**config.mk**
```make
export PLATFORM = sky130hd
export DESIGN_NAME = pipeline_hazard_ctrl
export DESIGN_NICKNAME = d
export VERILOG_FILES = /design/src/rtl/pipeline_hazard_ctrl.sv
export SDC_FILE = /design/constraint.sdc
export NUM_CORES = 1
export LEC_CHECK = 0
export ABC_CLOCK_PERIOD_IN_PS = 1900
export BUFFER_PORTS_ARGS = -buffer_cell sky130_fd_sc_hd__buf_4
export CAP_MARGIN = 20
export CORE_MARGIN = 2
export CORE_UTILIZATION = 46
export CTS_BUF_LIST = sky130_fd_sc_hd__clkbuf_4 sky130_fd_sc_hd__clkbuf_8
export DETAILED_ROUTE_END_ITERATION = 8
export GPL_TIMING_DRIVEN = 0
export PLACE_DENSITY_LB_ADDON = 0.08
export SYNTH_ARGS = -nofsm -noshare
export SYNTH_HDL_FRONTEND = slang
export SYNTH_SLANG_ARGS = --single-unit
```
**constraint.sdc**
```tcl
create_clock -name clk -period 1.9 [get_ports clk]
set_input_delay 0.38 -clock clk [delete_from_list [all_inputs] [get_ports clk]]
set_output_delay 0.38 -clock clk [all_outputs]
set_load 0.05 [all_outputs]
```
**src/rtl/pipeline_hazard_ctrl.sv**
```systemverilog
// Pipeline hazard controller: drives the ID/EX control-vector register's nop and
// interupt inputs, stalls on load-use hazards, flushes after taken branches and
// sequences interrupt entry (drain EX/WB, inject the push vector, then vector the PC).
module pipeline_hazard_ctrl #(
  parameter int          FLUSH_CYCLES = 2,
  parameter int          DRAIN_CYCLES = 2,
  parameter logic [9:0]  INT_VECTOR   = 10'h3FF
) (
  input  logic        clk,
  input  logic        rst_n,
  input  logic [4:0]  id_rx_addr,
  input  logic [4:0]  id_ry_addr,
  input  logic        id_uses_rx,
  input  logic        id_uses_ry,
  input  logic [9:0]  id_pc,
  input  logic        ex_rf_wr,
  input  logic [4:0]  ex_wb_addr,
  input  logic        ex_load,
  input  logic        ex_branch_taken,
  input  logic [9:0]  ex_branch_target,
  input  logic        int_req,
  input  logic        i_flag,
  output logic        nop,
  output logic        interupt,
  output logic        pc_stall,
  output logic        ifid_flush,
  output logic        pc_vec_ld,
  output logic [9:0]  pc_vec_addr,
  output logic [9:0]  int_ret_pc,
  output logic        i_clr,
  output logic        int_ack
);

  localparam logic [2:0] FLUSH_LD = 3'(FLUSH_CYCLES - 1);
  localparam logic [2:0] DRAIN_LD = 3'(DRAIN_CYCLES - 1);

  typedef enum logic [1:0] {
    IDLE   = 2'd0,
    DRAIN  = 2'd1,
    INJECT = 2'd2,
    VECTOR = 2'd3
  } state_t;

  state_t      state, state_nxt;
  logic [2:0]  flush_cnt, flush_cnt_nxt;
  logic [2:0]  drain_cnt, drain_cnt_nxt;
  logic [9:0]  ret_pc_nxt;
  logic        lu_hz;
  logic        flushing;
  logic        lu_stall;

  // Load-use hazard: EX is loading a register the ID instruction is about to read.
  always_comb begin
    lu_hz = ex_rf_wr & ex_load &
            ((id_uses_rx & (id_rx_addr == ex_wb_addr)) |
             (id_uses_ry & (id_ry_addr == ex_wb_addr)));
  end

  assign flushing    = (flush_cnt != 3'd0);
  assign lu_stall    = (state == IDLE) & ~flushing & ~ex_branch_taken & lu_hz;
  assign pc_vec_addr = INT_VECTOR;

  // Control registers: FSM state, bubble counters and the saved return PC.
  always_ff @(posedge clk) begin
    if (!rst_n) begin
      state      <= IDLE;
      flush_cnt  <= 3'd0;
      drain_cnt  <= 3'd0;
      int_ret_pc <= 10'd0;
    end else begin
      state      <= state_nxt;
      flush_cnt  <= flush_cnt_nxt;
      drain_cnt  <= drain_cnt_nxt;
      int_ret_pc <= ret_pc_nxt;
    end
  end

  // Next-state, counter updates and command outputs; reset forces every pulse low.
  always_comb begin
    state_nxt     = state;
    flush_cnt_nxt = flush_cnt;
    drain_cnt_nxt = drain_cnt;
    ret_pc_nxt    = int_ret_pc;
    nop           = 1'b0;
    interupt      = 1'b0;
    pc_stall      = 1'b0;
    ifid_flush    = 1'b0;
    pc_vec_ld     = 1'b0;
    i_clr         = 1'b0;
    int_ack       = 1'b0;

    // A taken branch restarts the flush window regardless of FSM state.
    if (ex_branch_taken) begin
      flush_cnt_nxt = FLUSH_LD;
    end else if (flushing) begin
      flush_cnt_nxt = flush_cnt - 3'd1;
    end

    unique case (state)
      IDLE: begin
        if (int_req & i_flag & ~ex_branch_taken & ~flushing) begin
          state_nxt     = DRAIN;
          drain_cnt_nxt = DRAIN_LD;
          ret_pc_nxt    = id_pc;
        end
      end
      DRAIN: begin
        nop      = 1'b1;
        pc_stall = 1'b1;
        // A branch resolving while draining redirects the return point and
        // needs a fresh drain window behind it.
        if (ex_branch_taken) begin
          drain_cnt_nxt = DRAIN_LD;
          ret_pc_nxt    = ex_branch_target;
        end else if (drain_cnt == 3'd0) begin
          state_nxt = INJECT;
        end else begin
          drain_cnt_nxt = drain_cnt - 3'd1;
        end
      end
      INJECT: begin
        interupt  = 1'b1;
        pc_stall  = 1'b1;
        state_nxt = VECTOR;
      end
      VECTOR: begin
        pc_vec_ld  = 1'b1;
        i_clr      = 1'b1;
        int_ack    = 1'b1;
        ifid_flush = 1'b1;
        state_nxt  = IDLE;
      end
      default: state_nxt = IDLE;
    endcase

    if (lu_stall) begin
      nop      = 1'b1;
      pc_stall = 1'b1;
    end

    // Branch flush overrides the FSM and load-use: bubble, and clear IF/ID
    // rather than holding it.
    if (ex_branch_taken | flushing) nop = 1'b1;
    if (ex_branch_taken) ifid_flush = 1'b1;
    if (ifid_flush) pc_stall = 1'b0;

    if (!rst_n) begin
      nop        = 1'b0;
      interupt   = 1'b0;
      pc_stall   = 1'b0;
      ifid_flush = 1'b0;
      pc_vec_ld  = 1'b0;
      i_clr      = 1'b0;
      int_ack    = 1'b0;
    end
  end

endmodule

```
==> out/results.ini, run 1 <==
[floorplanning]
die_area_mm2=0.00333
die_height_um=57.7
die_x_um=57.7
core_area_mm2=0.00276
io_pins=71
rows=19
initial_core_util_pct=48.0

[run]
cap_viol_max_count=0

[critical_path]
cp.required_ns=1.52
critPathMaxStageDelay_ns=0.34
r2r-start=flush_cnt[1]
r2r_setup_slack_ns=0.19
path_max_fanout=3
reg2regPathDepth=8
cp_cell_sequence=inv_2 -> ha_4 -> nor3b_4 -> nand4_1 -> o22a_1 -> a211oi_4 -> buf_6
end_kind=output port
start_kind=flip-flop
path_class=flip-flop to output port
crit_end=pc_stall
critPathArrivalTime_ns=1.82
worstSetupStartpoint=flush_cnt[1]
critPathSlowestCell=dfxtp_2
worstReg2RegEnd=int_ret_pc[9]

[place]
place_inst=247
dpl_worst_slack_ns=-0.0653
dp_hpwl_mm=2.66
gp_congestion=0.760
numPortBuffers=58

[status]
violations=setup timing
status=finished, violations left

[logic_synthesis]
synth.cells.most_frequent=dfxtp_1 (18), buf_4 (15)
syn_area_mm2=0.00133
synth_top_family_by_area=compound AO/OA/AOI/OAI gates
synth_cells=149
muxShareOfSynthArea_pct=8.31
synth_compound_area_share_pct=18.7
yosysMostFrequentCell=dfxtp_1
netlist.area_leader.share_pct=27.2
avgSynthCellArea_um2=8.89
ys_ff_latch=18
synthTopCellsByArea=dfxtp_1 (27%), buf_4 (8.5%), ha_1 (8.5%)
ys_async_sr_fraction_pct=0
ys_seq_area_share_pct=27.2
post-synth-top-area-cell=dfxtp_1
ys_dominant_reg_cell=dfxtp_1
synth_edf_count=0
synth-xor-area-share_pct=7.27
yosys.area_share.simple_pct=16.8
yosysWarnings=0
synthAdderAreaFrac_pct=8.50
synth.distinct_cells=34

[timing]
worst_slack_ns=-0.303
maxSlewViolCount=0
hold_viol=0
skew_ns=0.00180
fin_crit_sh_pct=116
setup_violations=4
fin_crit_ns=2.20
setup_tns_ns=-0.655
rsz0062_at_grt=true
fmax_ghz=0.454

[drt]
route.detailed.drc=0
wl_met1_mm=1.32
ant_nets=0
drt_iter0_drc=21
met3_length_um=227
wire_per_inst_um=13.0
vias_per_cell=5.08
firstDrtPassIters=4
via_count=1306
wl_mm=3.34
met2WireLength_mm=1.73
dr.max_layer_used=met4

[finish]
antenna_cells=0
fin_nets=280
syn2layout_area_growth_pct=50.8
fin_util_pct=72.5
drive_above_1_share_pct=44.7
fin_cells=257

[power]
ir_worst_vdd_mv=0.687
power_density_mw_per_mm2=987
power.total_w=0.00197
leakagePower_nw=1.01

[global_route]
grt_max_degree=11
antenna_found_initial=0
grt_usage_pct=20.4
grt_pass1_vias=1237
grt_pass1_wl_mm=5.35
overflow=0

[clock_tree]
clkTransAtPathRegs_ns=0.11
cts_tree=done
clk_latency_ns=0.30
cts_htree_levels=1
clock_path_buffers=2
root_buffer=clkbuf_4
clock_sinks=18
numCtsBuffers=3

[min_path]
hp-class=primary input to flip-flop

## cell families after synthesis
family / count (synthesis)
other: 1
multiplexers: 11
AO/OA/AOI/OAI: 28
flip-flops: 18
XOR/XNOR: 11
buffers and inverters: 30
AND/OR/NAND/NOR: 41
adder cells (fa/ha/maj): 9
## final cells by class
| cell class | count | area (um^2) |
|---|---|---|
| Inverter | 10 | 37.5 |
| Buffer | 20 | 140 |
| Multi-Input combinational cell | 110 | 882 |
| Fill cell | 210 | 759 |
| Tap cell | 31 | 38.8 |
| Timing Repair Buffer | 64 | 499 |
| Sequential cell | 18 | 364 |
| Clock buffer | 4 | 36.3 |
## flip-flops by register name, summed over array words and instances, names as in the netlist
signal      flops
drain_cnt       3
flush_cnt       3
int_ret_pc     10
state           2
## cell usage in the layout, fill, tap and decap left out, types with 4 or more instances in the layout
master / netlist / routed
buf_4: 15 / 74
buf_6: 0 / 6
conb_1: 1 / 10
dfxtp_1: 18 / 15
ha_1: 9 / 6
inv_1: 10 / 6
inv_2: 0 / 4
mux2i_1: 11 / 11
nand2b_1: 4 / 4
nand3_1: 11 / 11
nand4_1: 4 / 4
nor2_1: 8 / 8
o211a_1: 11 / 11
xnor2_1: 11 / 11
## report_power, final
group | switching (W) | total (W) | internal, W
Combinational | 0.000705 | 0.00122 | 0.000513
Clock | 0.000130 | 0.000247 | 0.000117
Sequential | 0.0000475 | 0.000507 | 0.000460
## critical path: cells and delay by family, from the launching register on
family                   cells  cell delay [ns]
buffers and inverters        2             0.25
AO/OA/AOI/OAI                2             0.47
adder cells (fa/ha/maj)      1             0.13
flip-flops                   1             0.34
AND/OR/NAND/NOR              2             0.33
## how the worst min path moves through the flow
stage,cells after the start,endpoint,startpoint
after floorplan,2,drain_cnt[0],drain_cnt[0]
after global placement,2,drain_cnt[0],drain_cnt[0]
after detailed placement,2,drain_cnt[0],drain_cnt[0]
after CTS,3,flush_cnt[0],ex_branch_taken
after global routing,3,flush_cnt[0],ex_branch_taken
final,3,flush_cnt[0],ex_branch_taken
## metal layers
| layer | GRT usage, % | up-vias |
|---|---|---|
| met2 | 36.5 | 50 |
| li1 | - | 653 |
| met4 | 8.64 | 0 |
| met1 | 23.3 | 596 |
| met5 | 0 | - |
| met3 | 4.46 | 7 |
## metrics by stage
stage / hold WS (ns) / instance area [um^2]
after global routing: 0.365 / 2000
after CTS: 0.352 / 1990
after detailed placement: 0.472 / 1880
after floorplan: 0.446 / 1410
after global placement: 0.458 / 1880
final: 0.355 / 2000
## what timing repair did
action | CTS | global route
pin swaps | 3 | 1
resized for setup | 10 | 1
setup buffers | 5 | 1
hold buffers | 0 | 0
endpoints found under the setup margin | 2 | 5
cloned | 0 | 0
(Power assumes the default switching activity.)
==> inputs of run 2 (changes only) <==
--- a/config.mk
+++ b/config.mk
@@ -13,5 +13,4 @@
 export CTS_BUF_LIST = sky130_fd_sc_hd__clkbuf_4 sky130_fd_sc_hd__clkbuf_8
 export DETAILED_ROUTE_END_ITERATION = 8
-export GPL_TIMING_DRIVEN = 0
 export PLACE_DENSITY_LB_ADDON = 0.08
 export SYNTH_ARGS = -nofsm -noshare
==> constraint.sdc (replaced) <==
create_clock -name clk -period 1.9 [get_ports clk]
set_input_delay 0.285 -clock clk [delete_from_list [all_inputs] [get_ports clk]]
set_output_delay 0.285 -clock clk [all_outputs]
set_load 0.05 [all_outputs]
==> out/results.ini, run 2 (synthesized netlist as in run 1, its figures left out) <==
[finish]
syn2layout_area_growth_pct=44.4
antenna_cells=0
layout_commonest_cell=buf_4
reg_top3=int_ret_pc: 10 flops, drain_cnt: 3 flops, flush_cnt: 3 flops
regMostFlops=int_ret_pc
largest_reg_flops=10
fin_cells=247
drive_above_1_share_pct=43.1
fillers=231
finalInstanceArea_mm2=0.00191
mostFrequentLayoutCells=buf_4 (73), dfxtp_1 (15)
fin_nets=271

[clock_tree]
cts_tree=done
cts_htree_levels=1
clock_path_buffers=2
cts_hold_buf=0
root_buffer=clkbuf_4
numCtsBuffers=3
clk_latency_ns=0.28
clock_sinks=18
clkTransAtPathRegs_ns=0.10

[timing]
fin_crit_sh_pct=110
hold_viol=0
skew_ns=0.00370
setup_tns_ns=-0.317
fmax_ghz=0.479
rsz0062_at_grt=true
setup_violations=2
worst_slack_ns=-0.188
fin_hold_ws_ns=0.330
fin_crit_ns=2.09
maxSlewViolCount=0

[critical_path]
crit_family=compound AO/OA/AOI/OAI gates
end_kind=output port
cp_cell_sequence=inv_2 -> ha_4 -> nor3b_4 -> nand4_1 -> o22a_1 -> a211oi_4 -> buf_6
start_kind=flip-flop
cp.required_ns=1.62
path_class=flip-flop to output port
critPathArrivalTime_ns=1.80
crit_buf_inv=2
critPathMaxStageDelay_ns=0.33
path_max_fanout=3
critPathSlowestCell=dfxtp_2

[drt]
route.detailed.drc=0
via_count=1290
firstDrtPassIters=4
drt_iter0_drc=32
wire_per_inst_um=13.2
wl_mm=3.27
vias_per_cell=5.22
ant_nets=0

[power]
clockPowerShare_pct=9.6
power_switching_w=0.000859
power_density_mw_per_mm2=991
power.total_w=0.00190
comb_power_share_pct=63.6
switching_share_pct=45.3
leakagePower_nw=0.973
internal_power_w=0.00104
power_frac_seq_pct=26.8
ir_worst_vdd_mv=0.768

[place]
placed_area_mm2=0.00178
dp_hpwl_mm=2.50
numPortBuffers=60
place_inst=232
gp_congestion=0.765

[floorplanning]
initial_core_util_pct=48.0
core_area_mm2=0.00276
die_area_mm2=0.00333
io_pins=71
die_height_um=57.7
die_x_um=57.7
rows=19

[status]
status=finished, violations left
violations=setup timing

[global_route]
antenna_found_initial=0
grt_max_degree=18
overflow=0
grt_pass1_wl_mm=5.35
grt_usage_pct=20.6
grt_pass1_vias=1248

[run]
cap_viol_max_count=0

[min_path]
hp-class=primary input to flip-flop

==> run 2: cell count changes in the layout (fill, tap and decap cells not counted), sizes merged <==
cell and delta:
buf -6, clkbuf -4
==> run 2: worst register-to-register path, stage by stage, from the launching register on <==
cell and delay (ns):
dfxtp_2 0.33, inv_2 0.07, ha_4 0.12, buf_4 0.09, buf_4 0.12, nand2b_4 0.09
o41ai_4 0.33, and2_1 0.40, o211a_1 0.19
==> run 2: worst paths after layout <==
kind	start	endpoint	slack, ns	cells past startpoint
worst max-delay path	flush_cnt[1]	pc_stall	-0.19	7
worst min register to register	drain_cnt[0]	drain_cnt[0]	0.48	2
worst min-delay path	rst_n	int_ret_pc[3]	0.33	2
worst max register to register	flush_cnt[1]	int_ret_pc[6]	0.11	8
==> run 2: repair_timing <==
action	in CTS	in global routing
setup buffers	8	4
endpoints found under the setup margin	2	2
resized for setup	6	0
pin swaps	6	4
==> run 2: through the flow <==
stage	worst slack (ns)	util, %
floorplan	0.00731	-
global placement	0.113	64.7
detailed placement	0.0504	64.7
CTS	-0.219	68.3
global route	-0.279	69.4
finish	-0.188	69.4
==> run 2: cell type report <==
class,count,area (um^2),share of cell area [%]
clock buffer,3,22.5,1.18
tap,31,38.8,2.03
sequential,18,364,19.0
inverter,10,37.5,1.96
multi-input combinational,110,880,46.0
timing repair buffer,75,571,29.8
==> run 2: power by group through the flow <==
stage | clock, W | sequential, W | combinational [W]
6_report | 0.000182 | 0.000508 | 0.00121
3_3_place_gp | 0 | 0.000514 | 0.00110
2_1_floorplan | 0 | 0.000684 | 0.000678
4_1_cts | 0.000193 | 0.000507 | 0.00119
3_5_place_dp | 0 | 0.000517 | 0.00112
5_1_grt | 0.000212 | 0.000518 | 0.00130
==> run 2: routing by layer <==
layer	global-route usage (%)	vias to the layer above	share of wire [%]	wire length, um
li1	-	636	-	-
met1	23.9	589	42	1370
met2	37.5	61	49	1600
met3	3.79	4	8.6	280
met4	7.31	0	0.83	27
met5	0	-	0	0
==> inputs of run 3 (changes only) <==
Settings changed: ABC_CLOCK_PERIOD_IN_PS 1900 to 1700, CORE_UTILIZATION 46 to 42.
Clock period 1.9 ns to 1.7 ns, I/O delays scaled along.
==> out/results.ini, run 3 (synthesized netlist as in run 1, its figures left out) <==
[drt]
via_count=1291
ant_nets=0
route.detailed.drc=0
wl_mm=3.31
wire_per_inst_um=12.6
firstDrtPassIters=4
drt_iter0_drc=26
vias_per_cell=4.91

[global_route]
overflow=0
grt_usage_pct=20.0
antenna_found_initial=0
grt_max_degree=18
grt_pass1_wl_mm=5.54
grt_pass1_vias=1311

[critical_path]
r2r-start=state[1]
path_max_fanout=3
critPathSlowestCell=dfxtp_2
worstSetupStartpoint=flush_cnt[1]
start_kind=flip-flop
critPathMaxStageDelay_ns=0.34
worst-path-stages=7
path_class=flip-flop to output port
end_kind=output port
critPathArrivalTime_ns=1.80
cp_cell_sequence=inv_2 -> ha_4 -> nor3b_4 -> nand4_1 -> o22a_2 -> a211oi_4 -> buf_6
crit_end=pc_stall
worstReg2RegEnd=int_ret_pc[6]
reg2regPathDepth=8
crit_family=compound AO/OA/AOI/OAI gates
r2r_setup_slack_ns=0.10
cp.required_ns=1.44
crit_buf_inv=2

[finish]
drive_above_1_share_pct=45.2
fin_util_pct=65.7
layout_commonest_cell=buf_4
reg_top3=int_ret_pc: 10 flops, drain_cnt: 3 flops, flush_cnt: 3 flops
antenna_cells=0
finalInstanceArea_mm2=0.00199
fin_nets=274
largest_reg_flops=10
regArea_um2=362
syn2layout_area_growth_pct=50.0
mostFrequentLayoutCells=buf_4 (71), dfxtp_1 (17)
regMostFlops=int_ret_pc
fillers=239
multi_input_area_um2=891

[power]
power.total_w=0.00220
leakagePower_nw=0.992
ir_worst_vdd_mv=0.653
power_density_mw_per_mm2=1110

[clock_tree]
cts_tree=done
clock_sinks=18
clock_path_buffers=2
cts_hold_buf=0
clkTransAtPathRegs_ns=0.10
cts_htree_levels=1
root_buffer=clkbuf_4
numCtsBuffers=3
clk_latency_ns=0.29

[floorplanning]
die_area_mm2=0.00362
io_pins=71
rows=20
initial_core_util_pct=43.8
core_area_mm2=0.00303
die_height_um=60.2
die_x_um=60.2

[status]
violations=setup timing
status=finished, violations left

[run]
cap_viol_max_count=0

[timing]
hold_viol=0
maxSlewViolCount=0
fin_hold_ws_ns=0.301
rsz0062_at_grt=true
fin_crit_ns=2.05
setup_violations=2
worst_slack_ns=-0.353
setup_tns_ns=-0.641
fmax_ghz=0.487
fin_crit_sh_pct=121
skew_ns=0.00553

[place]
placed_area_mm2=0.00191
numPortBuffers=60
gp_congestion=0.859
dp_hpwl_mm=2.67

[min_path]
hp-class=primary input to flip-flop

==> run 3: per-stage QoR <==
step / std cells / setup WS, ns
global placement: 258 / -0.0401
CTS: 262 / -0.394
global route: 263 / -0.475
finish: 263 / -0.353
floorplan: 158 / -0.163
detailed placement: 258 / -0.0937
==> run 3: worst min path at each step <==
stage,cells past startpoint,from,endpoint,slack (ns)
final,2,rst_n,int_ret_pc[0],0.30
after global routing,2,rst_n,int_ret_pc[0],0.30
after CTS,2,rst_n,int_ret_pc[8],0.29
after detailed placement,1,int_ret_pc[7],int_ret_pc[7],0.49
after global placement,2,drain_cnt[0],drain_cnt[0],0.46
after floorplan,2,drain_cnt[0],drain_cnt[0],0.45
==> run 3: layout make-up <==
class,instances,share of cell area [%]
Multi-Input combinational cell,110,44.8
Timing Repair Buffer,78,31.2
Sequential cell,18,18.2
Tap cell,44,2.77
Inverter,10,1.89
Clock buffer,3,1.13
==> run 3: worst register-to-register path: cells and delay by family (launching register included) <==
| family | cells | cell delay (ns) |
|---|---|---|
| flip-flops | 1 | 0.36 |
| AO/OA/AOI/OAI | 2 | 0.30 |
| buffers and inverters | 3 | 0.32 |
| AND/OR/NAND/NOR | 2 | 0.31 |
| adder cells (fa/ha/maj) | 1 | 0.22 |
==> run 3: power by group <==
group	total (W)	internal (W)	switching, W
Sequential	0.000558	0.000510	0.0000481
Combinational	0.00143	0.000629	0.000803
Clock	0.000209	0.0000825	0.000126
Total	0.00220	0.00122	0.000977
==> run 3: layer usage <==
layer  vias up  wire [um]  global-route usage (%)
met5         -          0                       0
met4         0         44                    8.25
met3         6        219                    3.90
met2        56       1680                    36.6
met1       588       1370                    22.2
li1        641          -                       -
==> run 3: repair_timing <==
item                       in CTS  in global routing
hold endpoints to repair        0                  0
buffers inserted                1                  1
resized for setup               5                  9
setup endpoints to repair       8                 17
pin swaps                       3                  2
